$ cat config.mk
export PLATFORM = sky130hd
export DESIGN_NAME = mux_bin_pipe
export DESIGN_NICKNAME = d
export VERILOG_FILES = /design/src/rtl/mux_bin_pipe.sv
export SDC_FILE = /design/constraint.sdc
export NUM_CORES = 1
export LEC_CHECK = 0
export ABC_AREA = 0
export CAP_MARGIN = 40
export CORE_MARGIN = 3
export CORE_UTILIZATION = 51
export DETAILED_ROUTE_END_ITERATION = 6
export HOLD_SLACK_MARGIN = 0.03
export PLACE_DENSITY_LB_ADDON = 0.25
export SLEW_MARGIN = 20
export SYNTH_ARGS = -nofsm -noshare
export SYNTH_HDL_FRONTEND = slang
export SYNTH_SLANG_ARGS = --single-unit
$ cat constraint.sdc
create_clock -name clk -period 2 [get_ports clk]
set_input_delay 0.6 -clock clk [delete_from_list [all_inputs] [get_ports clk]]
set_output_delay 0.6 -clock clk [all_outputs]
set_load 0.01 [all_outputs]
$ cat src/rtl/mux_bin_pipe.sv
// mux_bin_pipe: pipelined radix-SPLIT binary-select mux tree with valid/ready flow control.
// Define MUX_BIN_PIPE_RANGE_CHECK_EN to flag (err) results whose bin >= WIDTH.
module mux_bin_pipe #(
   parameter type         DAT_T = logic [8-1:0],
   parameter int          WIDTH = 32,
   parameter int          SPLIT = 2,
   parameter logic [31:0] REG   = '1
) (
   input  logic                     clk,
   input  logic                     rst_n,
   input  logic                     in_vld,
   output logic                     in_rdy,
   input  logic [$clog2(WIDTH)-1:0] bin,
   input  DAT_T [WIDTH-1:0]         ary,
   output logic                     out_vld,
   input  logic                     out_rdy,
   output DAT_T                     dat,
   output logic                     err
);

   localparam int WIDTH_LOG = $clog2(WIDTH);
   localparam int SPLIT_LOG = (SPLIT < 2) ? 1 : $clog2(SPLIT);
   localparam int LEVELS    = (WIDTH_LOG + SPLIT_LOG - 1) / SPLIT_LOG;
   localparam int POWER     = SPLIT ** LEVELS;
   localparam int BIN_W     = LEVELS * SPLIT_LOG;

   // Entry offset of the array entering level k inside the flattened tree vector.
   function automatic int dofs(input int k);
      int s;
      int n;
      s = 0;
      n = POWER;
      for (int i = 0; i < k; i++) begin
         s += n;
         n /= SPLIT;
      end
      return s;
   endfunction

   function automatic int bofs(input int k);
      int s;
      s = 0;
      for (int i = 0; i < k; i++) s += (LEVELS - i) * SPLIT_LOG;
      return s;
   endfunction

   localparam int D_TOT = dofs(LEVELS) + 1;
   localparam int B_TOT = bofs(LEVELS);

   if (SPLIT < 2 || (SPLIT & (SPLIT - 1)) != 0) begin : g_bad_split
      $error("mux_bin_pipe: SPLIT must be a power of 2 and >= 2");
   end

   wire DAT_T [D_TOT-1:0] lv;
   wire logic [B_TOT-1:0] bs;
   wire logic [LEVELS:0]  vs;
   wire logic [LEVELS:0]  rs;

   assign lv[0 +: WIDTH] = ary;
   if (POWER > WIDTH) begin : g_pad
      assign lv[WIDTH +: POWER-WIDTH] = '0;
   end

   assign bs[0 +: BIN_W] = BIN_W'(bin);
   assign vs[0]          = in_vld;
   assign in_rdy         = rs[0];
   assign out_vld        = vs[LEVELS];
   assign rs[LEVELS]     = out_rdy;
   assign dat            = lv[D_TOT-1];

`ifdef MUX_BIN_PIPE_RANGE_CHECK_EN
   wire logic [LEVELS:0] es;
   // Out-of-range selects land on zero pad entries, so only the flag needs carrying.
   assign es[0] = (32'(bin) >= WIDTH);
   assign err   = es[LEVELS];
`else
   assign err = 1'b0;
`endif

   for (genvar k = 0; k < LEVELS; k++) begin : g_lvl
      localparam int NO    = POWER / (SPLIT ** (k + 1));
      localparam int D_IN  = dofs(k);
      localparam int D_OUT = dofs(k + 1);
      localparam int B_IN  = bofs(k);
      localparam int B_OUT = bofs(k + 1);
      localparam int BN    = (LEVELS - k - 1) * SPLIT_LOG;

      logic [SPLIT_LOG-1:0] sel;
      DAT_T [NO-1:0]        d_c;

      assign sel = bs[B_IN +: SPLIT_LOG];

      always_comb begin
         d_c = '0;
         for (int j = 0; j < NO; j++) begin
            for (int s = 0; s < SPLIT; s++) begin
               if (sel == SPLIT_LOG'(s)) d_c[j] = lv[D_IN + j*SPLIT + s];
            end
         end
      end

      if (REG[k]) begin : g_reg
         logic          v_q;
         logic          ld;
         DAT_T [NO-1:0] d_q;

         assign ld = vs[k] && rs[k];

         always_ff @(posedge clk or negedge rst_n) begin
            if (!rst_n) begin
               v_q <= 1'b0;
               d_q <= '0;
            end else begin
               if (rs[k]) v_q <= vs[k];
               if (ld)    d_q <= d_c;
            end
         end

         assign rs[k]            = !v_q || rs[k+1];
         assign vs[k+1]          = v_q;
         assign lv[D_OUT +: NO]  = d_q;

         if (BN > 0) begin : g_bin
            logic [BN-1:0] b_q;
            always_ff @(posedge clk or negedge rst_n) begin
               if (!rst_n)  b_q <= '0;
               else if (ld) b_q <= bs[B_IN+SPLIT_LOG +: BN];
            end
            assign bs[B_OUT +: BN] = b_q;
         end

`ifdef MUX_BIN_PIPE_RANGE_CHECK_EN
         logic e_q;
         always_ff @(posedge clk or negedge rst_n) begin
            if (!rst_n)  e_q <= 1'b0;
            else if (ld) e_q <= es[k];
         end
         assign es[k+1] = e_q;
`endif
      end else begin : g_comb
         assign rs[k]           = rs[k+1];
         assign vs[k+1]         = vs[k];
         assign lv[D_OUT +: NO] = d_c;

         if (BN > 0) begin : g_bin
            assign bs[B_OUT +: BN] = bs[B_IN+SPLIT_LOG +: BN];
         end

`ifdef MUX_BIN_PIPE_RANGE_CHECK_EN
         assign es[k+1] = es[k];
`endif
      end
   end

endmodule
# --- Word level (Yosys, flattened, before mapping) ---
# Index checks and enable logic that the tools add are counted.
op_classes:
  n_mux: 31
  reduce_logical: 15
op_table:
  columns: ["op", "n"]
  rows:
  - ["$mux 8", 31]
  - ["$logic_and 1x1->1", 5]
  - ["$logic_not 1->1", 5]
  - ["$logic_or 1x1->1", 5]
totals:
  ff_bits: 263
  in_bits: 265
  output_inout_bits: 11
  wordCells: 86

# --- Depth between registers and ports, before layout ---
depth:
  word_depth: 7
  ltp_mapped: 5
  ltp_nobuf: 3

# --- Worst setup path before layout ---
# No wires, ideal clock.
synth_path:
  path_kind: "input-to-reg"
  start: "input port out_rdy"
  end: "register g_lvl[0].g_reg.d_q[105] (netlist bit)"
  setup_time_ns: 0.125
  arrival_ns: 1.782
  required_ns: 1.875
  path_slack_ns: 0.093
  cell_stages: 5
  n_path_buf: 2
  cell_sequence: "nand4b_2 > o21ai_2 > buf_4 > buf_4 > mux2_2"
synth_between:
  elab_chain_cells: 6
synth_rtl:
  columns: ["element", "line", "rtl"]
  rows:
  - ["from (decl)", "16", "input logic out_rdy,"]
  - ["$logic_or 1x1->1 (5 in a row)", "119", "assign rs[k] = !v_q || rs[k+1];"]
  - ["$logic_and 1x1->1", "107", "assign ld = vs[k] && rs[k];"]
  - ["to (signal assigned)", "112", "d_q <= '0;"]
  - ["to (signal assigned)", "115", "if (ld) d_q <= d_c;"]
  - ["to (decl)", "105", "DAT_T [NO-1:0] d_q;"]
# No other way between the ends.
# A chain may end at the register's enable or synchronous reset.

# --- Worst setup path in the final report ---
layout_path:
  start: "input port out_rdy"
  end: "output port in_rdy"
layout_between:
  elab_chain_cells: 5
layout_rtl:
  columns: ["element", "line", "rtl"]
  rows:
  - ["$logic_or 1x1->1 (5 in a row)", "119", null]
  - ["to (decl)", "12", "output logic in_rdy,"]
# No other way between the ends.

==> flow_metrics.py <==
metrics = {
    "status": {
        "status": "complete, but fails checks",
        "violations": "negative setup slack",
    },
    "cells_and_area": {
        "seqCellArea_um2": 6584,
        "fillers": 1651,
        "fin_nets": 1461,
        "antenna_cells": 0,
        "multi_input_area_um2": 5736,
        "fin_area_um2": 17160,
        "final_layout_size_suffix_gt1_frac": 0.4391,
        "syn_to_final_growth_pct": 36.02,
    },
    "synth": {
        "synth_compound_area_frac": 0.03520,
        "synthAdderAreaFrac": 0,
        "synthSimpleGateAreaFrac": 0.005454,
        "yosys_warnings": 0,
        "synth_top_area_share": 0.5216,
        "synth_cell_type_count": 21,
        "ys_ff_latch": 263,
        "synth_top_family_by_area": "multiplexers",
        "yosys.area.top_type": "dfrtp_1",
        "syn_nets": 1156,
        "synthMuxAreaShare": 0.4119,
        "netlist_instances": 891,
        "synth_xor_area_frac": 0,
        "synth_area_leaders": "dfrtp_1 52%, mux2_2 37%, a21oi_1 3.2%",
        "netlist_area_um2": 12620,
        "synth.avg_cell_area_um2": 14.16,
        "yosysSeqAreaShare": 0.5216,
    },
    "clocking": {
        "cts_tree": "done",
        "cts.sinks": 263,
        "worst_skew_pair.late_latency_ps": 520,
        "clk_pin_slew_ps": 60,
        "htreeDepth": 1,
        "clockRootBuffer": "clkbuf_16",
        "ctsLongestPathBuffers": 3,
        "cts_made_buffers": 28,
    },
    "drt": {
        "drc_errors": 0,
        "route.met3.wl_um": 1337,
        "route.vias.total": 8046,
        "first_iter_violations": 234,
        "viasPerCell": 5.242,
        "wl_per_cell_um": 17.10,
        "drt-pass1-iter-count": 4,
        "top_layer": "met4",
        "drt-met1-wl_um": 11110,
        "wl_met2_um": 13430,
        "drtAntennaViolNets": 0,
        "totalWireLength_um": 26260,
    },
    "worst_hold_path": {
        "hold_path_class": "reg -> reg",
    },
    "floorplan": {
        "row_count": 56,
        "initial_core_util": 0.5281,
        "die_h_um": 163.3,
        "die_x_um": 163.3,
        "io_pins": 276,
        "core_area_um2": 23890,
        "dieArea_um2": 26660,
    },
    "global_routing": {
        "track_usage": 0.1957,
        "overflow": 0,
        "grt_pass1_vias": 8635,
        "grt_pass1_wl_um": 42860,
        "grt_start_max_net_pins": 58,
        "antenna_found_initial": 0,
    },
    "critical_path": {
        "cp.arrival_ps": 1430,
        "crit_fanout": 2,
        "crit_required_ps": 1400,
        "cp-end-kind": "primary output",
        "critPathMaxStageDelay_ps": 310,
        "worstSetupPathType": "in -> out",
        "cp_cell_sequence": "dlygate4sd2_1 > and4b_1 > nand3_2 > buf_6",
        "r2r_slack_ps": 190,
        "crit_path_top_delay_cell": "and4b_1",
        "cp-start-kind": "input pin",
    },
    "placement": {
        "placed_cell_area_um2": 16180,
        "dp_slack_ps": -653.8,
        "hpwlAfterDp_um": 19250,
        "io_buffers": 274,
        "gp_congestion": 0.7631,
    },
    "run": {
        "drv_cap": 0,
    },
    "sta": {
        "fin_ws_ps": -34.73,
        "fin_skew_ps": 12.37,
        "maxClockFrequency_mhz": 491.5,
        "tightest_slew_ps": 745.7,
        "relSlewSlack": 0.5029,
        "maxSlewViolCount": 0,
        "rsz0062_at_grt": "true",
        "period_minus_slack_ps": 2035,
        "setup_viol": 1,
        "whs_ps": 489.1,
        "fin_crit_sh": 1.017,
        "finalSetupTns_ps": -34.73,
        "hold_violations": 0,
    },
    "power": {
        "p_leak_uw": 0.007063,
        "peakVddDrop_v": 0.0006348,
        "totalPowerFinal_uw": 17690,
        "power_density_nw_per_um2": 1031,
    },
}
-- metal layers --
layer	vias up	track usage
met4	0	0.03306
met2	202	0.3477
li1	3858	-
met5	-	0
met1	3958	0.2584
met3	28	0.03094
-- worst paths after layout --
check | startpoint | end | cells past startpoint
setup / recovery | out_rdy | in_rdy | 4
hold / removal | g_lvl[0].g_reg.d_q[50] | g_lvl[0].g_reg.d_q[50] | 1
setup reg to reg | g_lvl[3].g_reg.v_q | g_lvl[2].g_reg.g_bin.b_q[1] | 5
hold reg to reg | g_lvl[0].g_reg.d_q[50] | g_lvl[0].g_reg.d_q[50] | 1
max in group asynchronous | rst_n | dat[4] | 3
min in group asynchronous | rst_n | g_lvl[0].g_reg.d_q[84] | 2
-- worst max-delay path, delay by kind of cell --
family / cells / cell delay [ps]
buffers and inverters: 2 / 420
AND/OR/NAND/NOR: 2 / 420
-- cell usage after synthesis --
cell      number
buf_1          4
nand3_1        1
mux2_2       412
nand4b_2       1
buf_2         17
a21oi_1       80
dfrtp_1      263
o21bai_1       1
and4b_1        1
nand2_1        2
o21ai_2        2
mux2_1        14
conb_1         1
clkbuf_1      30
nand2b_1       3
buf_4         14
a21o_1         1
a21boi_2       1
mux2i_1       40
and2_1         2
inv_1          1
-- cell families after synthesis --
| kind of cell | after synthesis |
|---|---|
| multiplexers | 466 |
| AND/OR/NAND/NOR | 10 |
| AO/OA/AOI/OAI | 85 |
| buffers and inverters | 66 |
| flip-flops | 263 |
| other | 1 |
-- metrics by stage --
stage / util / instances
floorplan: - / 891
global placement: 0.6772 / 1483
detailed placement: 0.6772 / 1483
CTS: 0.7177 / 1534
global route: 0.7183 / 1535
finish: 0.7183 / 1535
-- sequential cells by signal, summed over array words and instances (netlist names) --
name                   flops
g_lvl.g_reg.v_q            4
out_vld                    1
g_lvl.g_reg.g_bin.b_q     10
g_lvl.g_reg.d_q          240
dat                        8
-- power breakdown --
group	leakage [uW]	switching [uW]	internal, uW
clock network	0.000476	2030	3310
registers	0.00302	942	6860
logic	0.00356	1690	2870
-- cell type report --
type	instances	share of cell area
flip-flops and latches	263	0.3836
multi-input cells	562	0.3342
repair buffers	340	0.2022
clock buffers	37	0.04637
well taps	319	0.02326
clock inverters	13	0.01013
inverters	1	0.0002187
-- layout by cell type (no fill, tap or decap), drive strengths merged, types with 2 or more instances in the layout --
cell and instances:
a21oi 80, and2 2, buf 68, bufinv 4, clkbuf 37, clkdlybuf4s50 261, clkinv 6, clkinvlp 2
dfrtp 263, dlygate4sd2 10, inv 2, mux2 426, mux2i 40, nand2 2, nand2b 3, o21ai 2
-- repair_timing --
action | CTS | global route
resized for setup | 13 | 5
endpoints found under the hold margin | 25 | 0
endpoints found under the setup margin | 42 | 2
hold buffers | 1 | 0
setup buffers | 0 | 1
gates cloned | 0 | 0
pin swaps | 0 | 1
Note: power is estimated with default switching activity, not from simulation.
